<file path="config.mk">
export PLATFORM = sky130hd
export DESIGN_NAME = serial_comp_ctrl
export DESIGN_NICKNAME = d
export VERILOG_FILES = /design/src/rtl/serial_comp_ctrl.sv
export SDC_FILE = /design/constraint.sdc
export NUM_CORES = 1
export LEC_CHECK = 0
export CAP_MARGIN = 20
export CORE_MARGIN = 1
export CORE_UTILIZATION = 35
export DETAILED_ROUTE_END_ITERATION = 10
export GPL_ROUTABILITY_DRIVEN = 1
export PLACE_DENSITY_LB_ADDON = 0.2
export SLEW_MARGIN = 10
export SYNTH_ARGS = -nofsm -noshare
export SYNTH_HDL_FRONTEND = slang
export SYNTH_SLANG_ARGS = --single-unit
</file>
<file path="constraint.sdc">
create_clock -name clk -period 2.1 [get_ports clk]
set_clock_uncertainty 0.1 [all_clocks]
set_input_delay 0.42 -clock clk [delete_from_list [all_inputs] [get_ports clk]]
set_output_delay 0.42 -clock clk [all_outputs]
set_load 0.01 [all_outputs]
</file>
<file path="src/rtl/serial_comp_ctrl.sv">
// Bit-serial complementer: accepts a word, streams its complement LSB first, then reports dout.
// Define SERIAL_COMP_TWOS_EN for two's complement; ones' complement otherwise.
module serial_comp_ctrl #(
    parameter int unsigned WIDTH = 8
) (
    input  logic             clk,
    input  logic             rst,
    input  logic             start,
    input  logic [WIDTH-1:0] din,
    output logic             busy,
    output logic             ser_out,
    output logic             ser_valid,
    output logic             done,
    output logic [WIDTH-1:0] dout
);

    localparam int unsigned CW = (WIDTH > 2) ? $clog2(WIDTH) : 1;
    localparam logic [CW-1:0] LAST = CW'(WIDTH - 1);

    typedef enum logic [1:0] {st_idle, st_shift, st_done} state_t;

    state_t           state;
    logic [WIDTH-1:0] opnd;
    logic [WIDTH-1:0] res;
    logic [CW-1:0]    cnt;
    logic             ser_bit;

`ifdef SERIAL_COMP_TWOS_EN
    logic seen;

    // Bits pass through unchanged up to and including the first 1, inverted afterwards.
    assign ser_bit = seen ? ~opnd[0] : opnd[0];
`else
    assign ser_bit = ~opnd[0];
`endif

    assign ser_valid = (state == st_shift);
    assign ser_out   = ser_valid & ser_bit;

    always_ff @(posedge clk or posedge rst) begin
        if (rst) begin
            state <= st_idle;
            opnd  <= '0;
            res   <= '0;
            cnt   <= '0;
            dout  <= '0;
            busy  <= 1'b0;
            done  <= 1'b0;
`ifdef SERIAL_COMP_TWOS_EN
            seen  <= 1'b0;
`endif
        end else begin
            unique case (state)
                st_idle: begin
                    if (start) begin
                        opnd  <= din;
                        cnt   <= '0;
                        busy  <= 1'b1;
                        state <= st_shift;
`ifdef SERIAL_COMP_TWOS_EN
                        seen  <= 1'b0;
`endif
                    end
                end
                st_shift: begin
                    opnd <= opnd >> 1;
                    res  <= {ser_bit, res[WIDTH-1:1]};
`ifdef SERIAL_COMP_TWOS_EN
                    seen <= seen | opnd[0];
`endif
                    // Counter parks at LAST instead of wrapping; the next start reloads it.
                    if (cnt == LAST) begin
                        dout  <= {ser_bit, res[WIDTH-1:1]};
                        done  <= 1'b1;
                        state <= st_done;
                    end else begin
                        cnt <= cnt + CW'(1);
                    end
                end
                st_done: begin
                    done  <= 1'b0;
                    busy  <= 1'b0;
                    state <= st_idle;
                end
                default: begin
                    done  <= 1'b0;
                    busy  <= 1'b0;
                    state <= st_idle;
                end
            endcase
        end
    end

endmodule
</file>
==> results of run 1 <==
-- logic make-up (layout without fill, tap and decap cells) --
group,after synthesis,count (layout)
buf+inv,13,42
fa+ha+maj,2,2
mux,7,7
compound gates,23,23
flops,30,30
simple gates,43,43
-- worst paths after layout --
path / start / endpoint / slack, ps / cells after the start
worst max-delay path: state[1] / ser_out / 260 / 3
max in group asynchronous: rst / opnd[6] / 1250 / 3
worst max register to register: cnt[0] / dout[2] / 330 / 4
worst min register to register: res[1] / res[1] / 390 / 2
min in group clk: res[1] / res[1] / 390 / 2
worst min-delay path: rst / res[1] / 380 / 3
-- cell type report --
class                           count  area, um^2  area share [%]
Inverter                            6        22.5            1.38
Clock buffer                        7        55.1            3.38
Sequential cell                    30         751            46.1
Clock inverter                      1        5.00           0.307
Timing Repair Buffer               28         267            16.4
Tap cell                           46        57.6            3.53
Multi-Input combinational cell     75         472            29.0
-- synthesized netlist by cell type, types with 3 or more instances --
cell type	count	area share [%]
dfrtp_1	30	58
a21oi_1	8	3.1
nor3_1	3	1.2
mux2_2	7	6.1
a22oi_1	4	2.3
nand2_1	22	6.4
nor2_1	7	2.0
buf_4	3	1.8
inv_1	5	1.5
o2bb2ai_1	3	2.0
-- flip-flops by register name (all words and copies together) (netlist names) --
name / cells
opnd: 8
busy: 1
state: 2
res: 7
done: 1
cnt: 3
dout: 8
-- worst max-delay path: stages (launching register included) --
cell and delay [ps]:
dfrtp_1 380, nand2b_1 190, nor2_1 140, dlygate4sd2_1 280
-- power groups by stage --
stage	Sequential, W	Clock [W]	Combinational (W)
floorplan	0.00100	0	0.000549
global placement	0.000983	0	0.000924
detailed placement	0.000992	0	0.000948
CTS	0.000981	0.000364	0.000943
global route	0.00101	0.000393	0.00104
finish	0.000978	0.000348	0.000924
-- routing by layer --
| metal | global-route usage (%) | up-vias | part of all wire, % |
|---|---|---|---|
| li1 | - | 462 | - |
| met1 | 16.7 | 453 | 46 |
| met2 | 24.2 | 16 | 50 |
| met3 | 4.01 | 4 | 3.7 |
| met4 | 6.98 | 0 | 1.1 |
| met5 | 0 | - | 0 |
-- per-stage QoR --
step / power, W / util, %
5_1_grt: 0.00244 / 47.7
3_3_place_gp: 0.00191 / 45.9
3_5_place_dp: 0.00194 / 45.9
2_1_floorplan: 0.00155 / -
6_report: 0.00225 / 47.7
4_1_cts: 0.00229 / 47.6
-- what timing repair did --
item	CTS	global route
endpoints found under the setup margin	1	1
gates resized for setup	1	1
buffers inserted	0	0
gates cloned	0	0
hold buffers	0	0
hold endpoints to repair	0	0
==> metrics, run 1 <==
worst setup margin 260 ps; Seq pwr share 43.5%; worst skew pair latency 310 ps; clock share of power 15.5%; Synth Area in Adders 1.95%; library cells used by synthesis 28; final worst path period share 87.6%; most common cell after layout, fill and taps aside dfrtp_1; hold slack 380 ps; Post-Syn Instances 118; gr ovfl total 0; unrepaired setup endpoints after global routing false; Max FO, Critical Path 4; first-pass GRT wire length 4.32 mm; critical path startpoint category flop; simple-gate share of the synthesized area 16.2%; Initial Utilization 37.6%; syn_nets 131; asr flop ratio synth 100%; CTS Buf Count 5; Fin. Hold Viols 0; Switching Share 34.2%; setup tns final 0 ps; Post-DP HPWL 1.71 mm; Root Buffer clkbuf_4; MaxCap Viol Count 0; Avg Vias per Cell 4.84; post-detailed-route wirelength per cell 12.7 um; num rows 21; initial detailed-routing violation count 16; antenna violations before repair 0; Tmin final 1840 ps; CTS tree built; xor/xnor share of the synthesized area 0%; worst-margin pin slew 379 ps; nets 159; post-route design area 1630 um^2; CP Data Required Time 1580 ps; CP arrival 1320 ps; Inserted Diodes 0; overall routing resource usage 14.4%; layout cells sized above 1 15.0%; post-synthesis sequential area ratio 58.4%; DRC 0; die area 3920 um^2; Slew HR 74.7%; PortBufs 22; most frequent cells in the layout dfrtp_1 (30), nand2_1 (22), clkdlybuf4s50_1 (20); Max Root-Sink Buffers 2; Mapped Avg Cell Area 10.9 um^2; Die Wd 62.6 um; Filler Cells Inserted 341; vias in the first global route 990; CP endpoint kind output port; Netlist Area Pre-Place 1280 um^2; Final Setup Violations 0; Final Instance Count excl. Fillers 193; WS Path Type reg2out; gp weighted congestion 0.750; Total Wirelength 2.44 mm; #FFs+latches synth 30; synth warn 0; Core ar. 3420 um^2; largest family of logic cells by synthesized area simple AND/OR/NAND/NOR gates; DP Area 1570 um^2; Tightest Hold Check Type in2async; Worst-path clk slew 90 ps; EDFF count, synth 0; maximum vdd drop 0.613 mV; Initial DRT Pass Iterations 3; vias post-DR 935; Compound-Gate Fraction of Synth Area 12.5%; dpl ws 312 ps; Net Switching 0.000769 W; pwr dens 1380 nW/um^2; P&R area growth vs syn 26.8%; DRT antenna net count 0; Sink Count 30; I/O pin count 23; Die H 62.6 um; H-tree depth 2; main flop type after synthesis dfrtp_1; fin. max-slew vios 0; multiplexer area fraction after synthesis 6.13%; fmax 544 MHz; status complete, no violations; cell count after placement 185; largest net degree at the start of global routing 31; leakage 0.777 nW; Pint 0.00148 W; Logic pwr share 41.1%
Power figures use the tool's default switching activity.
==> run 2: changes to the inputs <==
- GPL_TIMING_DRIVEN: default -> 0
==> run 2 against run 1 <==
Against the previous run:
- critical path depth rose by 2
- global-route usage rose by 1.0 points
- fmax fell by 4.5%
- non-clock buffer count rose by 1
- sequential power barely moved
- worst hold slack got worse by 100 ps
- sequential share of layout area did not move
- final area did not move
- routed wire length rose by 1.4%
- clock-buffer cell count fell by 2
- cell count did not move
- critical endpoint unchanged
- largest power group unchanged
==> metrics, run 2 (synthesis results as in run 1) <==
num rows 21; Inserted Diodes 0; vias post-DR 941; gr ovfl total 0; Max FO, Critical Path 10; Final Setup Violations 0; Avg Vias per Cell 4.88; Sink Count 30; overall routing resource usage 15.4%; Worst-path clk slew 90 ps; Die Wd 62.6 um; leakage 0.775 nW; most common cell after layout, fill and taps aside dfrtp_1; CTS Buf Count 5; setup tns final 0 ps; most frequent cells in the layout dfrtp_1 (30), nand2_1 (22), clkdlybuf4s50_1 (19); worst-margin pin slew 566 ps; DRC 0; largest registers dout: 8 flops, opnd: 8 flops, res: 7 flops; PortBufs 21; hold_buf cts 0; status complete, no violations; Core ar. 3420 um^2; die area 3920 um^2; DRT antenna net count 0; maximum vdd drop 0.512 mV; I/O pin count 23; Tmin final 1930 ps; P&R area growth vs syn 26.8%; CP endpoint kind output port; first-pass GRT wire length 4.57 mm; final worst path period share 91.7%; Post-DP HPWL 1.76 mm; H-tree depth 2; gp weighted congestion 0.748; Root Buffer clkbuf_4; Die H 62.6 um; Slew HR 62.2%; layout cells sized above 1 17.7%; CTS tree built; fmax 519 MHz; Fin. Hold Viols 0; post-CTS setup buffer count 0; post-detailed-route wirelength per cell 12.8 um; unrepaired setup endpoints after global routing false; Initial DRT Pass Iterations 4; nets 160; critical path startpoint category flop; initial detailed-routing violation count 18; Total Wirelength 2.48 mm; MaxCap Viol Count 0; antenna violations before repair 0; hold slack 280 ps; fin. max-slew vios 0; Filler Cells Inserted 348; largest net degree at the start of global routing 20; WS Path Type reg2out; CP arrival 1410 ps; Tightest Hold Check Type in2reg; Initial Utilization 37.6%; vias in the first global route 1014; worst skew pair latency 330 ps; pwr dens 1370 nW/um^2; Max Root-Sink Buffers 2; CP Data Required Time 1580 ps
-- run 2: critical path, stage by stage, from the launching register on --
cell	delay (ps)
dfrtp_1	380
buf_4	160
nand2b_1	150
buf_6	150
nor2_2	100
buf_2	140
-- run 2: layout make-up --
type / instances / area (um^2) / share of cell area (%)
multi-input combinational: 75 / 474 / 29.1
buffer: 7 / 43.8 / 2.69
inverter: 6 / 27.5 / 1.69
clock buffer: 5 / 37.5 / 2.30
timing repair buffer: 22 / 228 / 14.0
sequential: 30 / 751 / 46.1
clock inverter: 2 / 10.0 / 0.614
tap: 46 / 57.6 / 3.53
-- run 2: through the flow --
stage | std cells | total power [W] | util [%] | setup WS [ps] | instance area (um^2)
6_report | 193 | 0.00223 | 47.7 | 174 | 1630
5_1_grt | 193 | 0.00243 | 47.7 | 68.0 | 1630
4_1_cts | 193 | 0.00226 | 47.8 | 7.69 | 1630
3_5_place_dp | 186 | 0.00194 | 46.3 | 6.65 | 1580
3_3_place_gp | 185 | 0.00189 | 45.5 | 24.1 | 1550
2_1_floorplan | 118 | 0.00155 | - | 422 | 1280
-- run 2: path summary, 6_finish.rpt --
check	from	endpoint	slack, ps	depth (start not counted)
min in group asynchronous	rst	dout[0]	340	2
min	start	opnd[7]	280	3
max reg2reg	cnt[0]	dout[5]	230	5
max	state[1]	ser_out	170	5
max in group asynchronous	rst	opnd[7]	1070	3
min reg2reg	res[1]	res[1]	390	2
-- run 2: what timing repair did --
action / CTS / global route
endpoints found under the setup margin: 2 / 2
resized for setup: 8 / 5
hold endpoints to repair: 0 / 0
-- run 2: power by group --
part | leakage, nW | internal, W | switching [W] | total, W
sequential | 0.374 | 0.000831 | 0.000148 | 0.000978
combinational | 0.370 | 0.000482 | 0.000452 | 0.000934
clock | 0.0308 | 0.000120 | 0.000199 | 0.000319
-- run 2: per-layer routing --
metal,up-vias,GRT usage (%),wire (um)
li1,462,-,-
met1,455,19.1,1210
met2,17,23.1,1120
met3,7,4.01,77
met4,0,10.8,63
met5,-,0,0
==> run 3: changes to the inputs <==
- GPL_TIMING_DRIVEN: 0 -> 1
==> results of run 3 <==
Same layout as run 1: the final DEF is identical, and so are final timing and power.
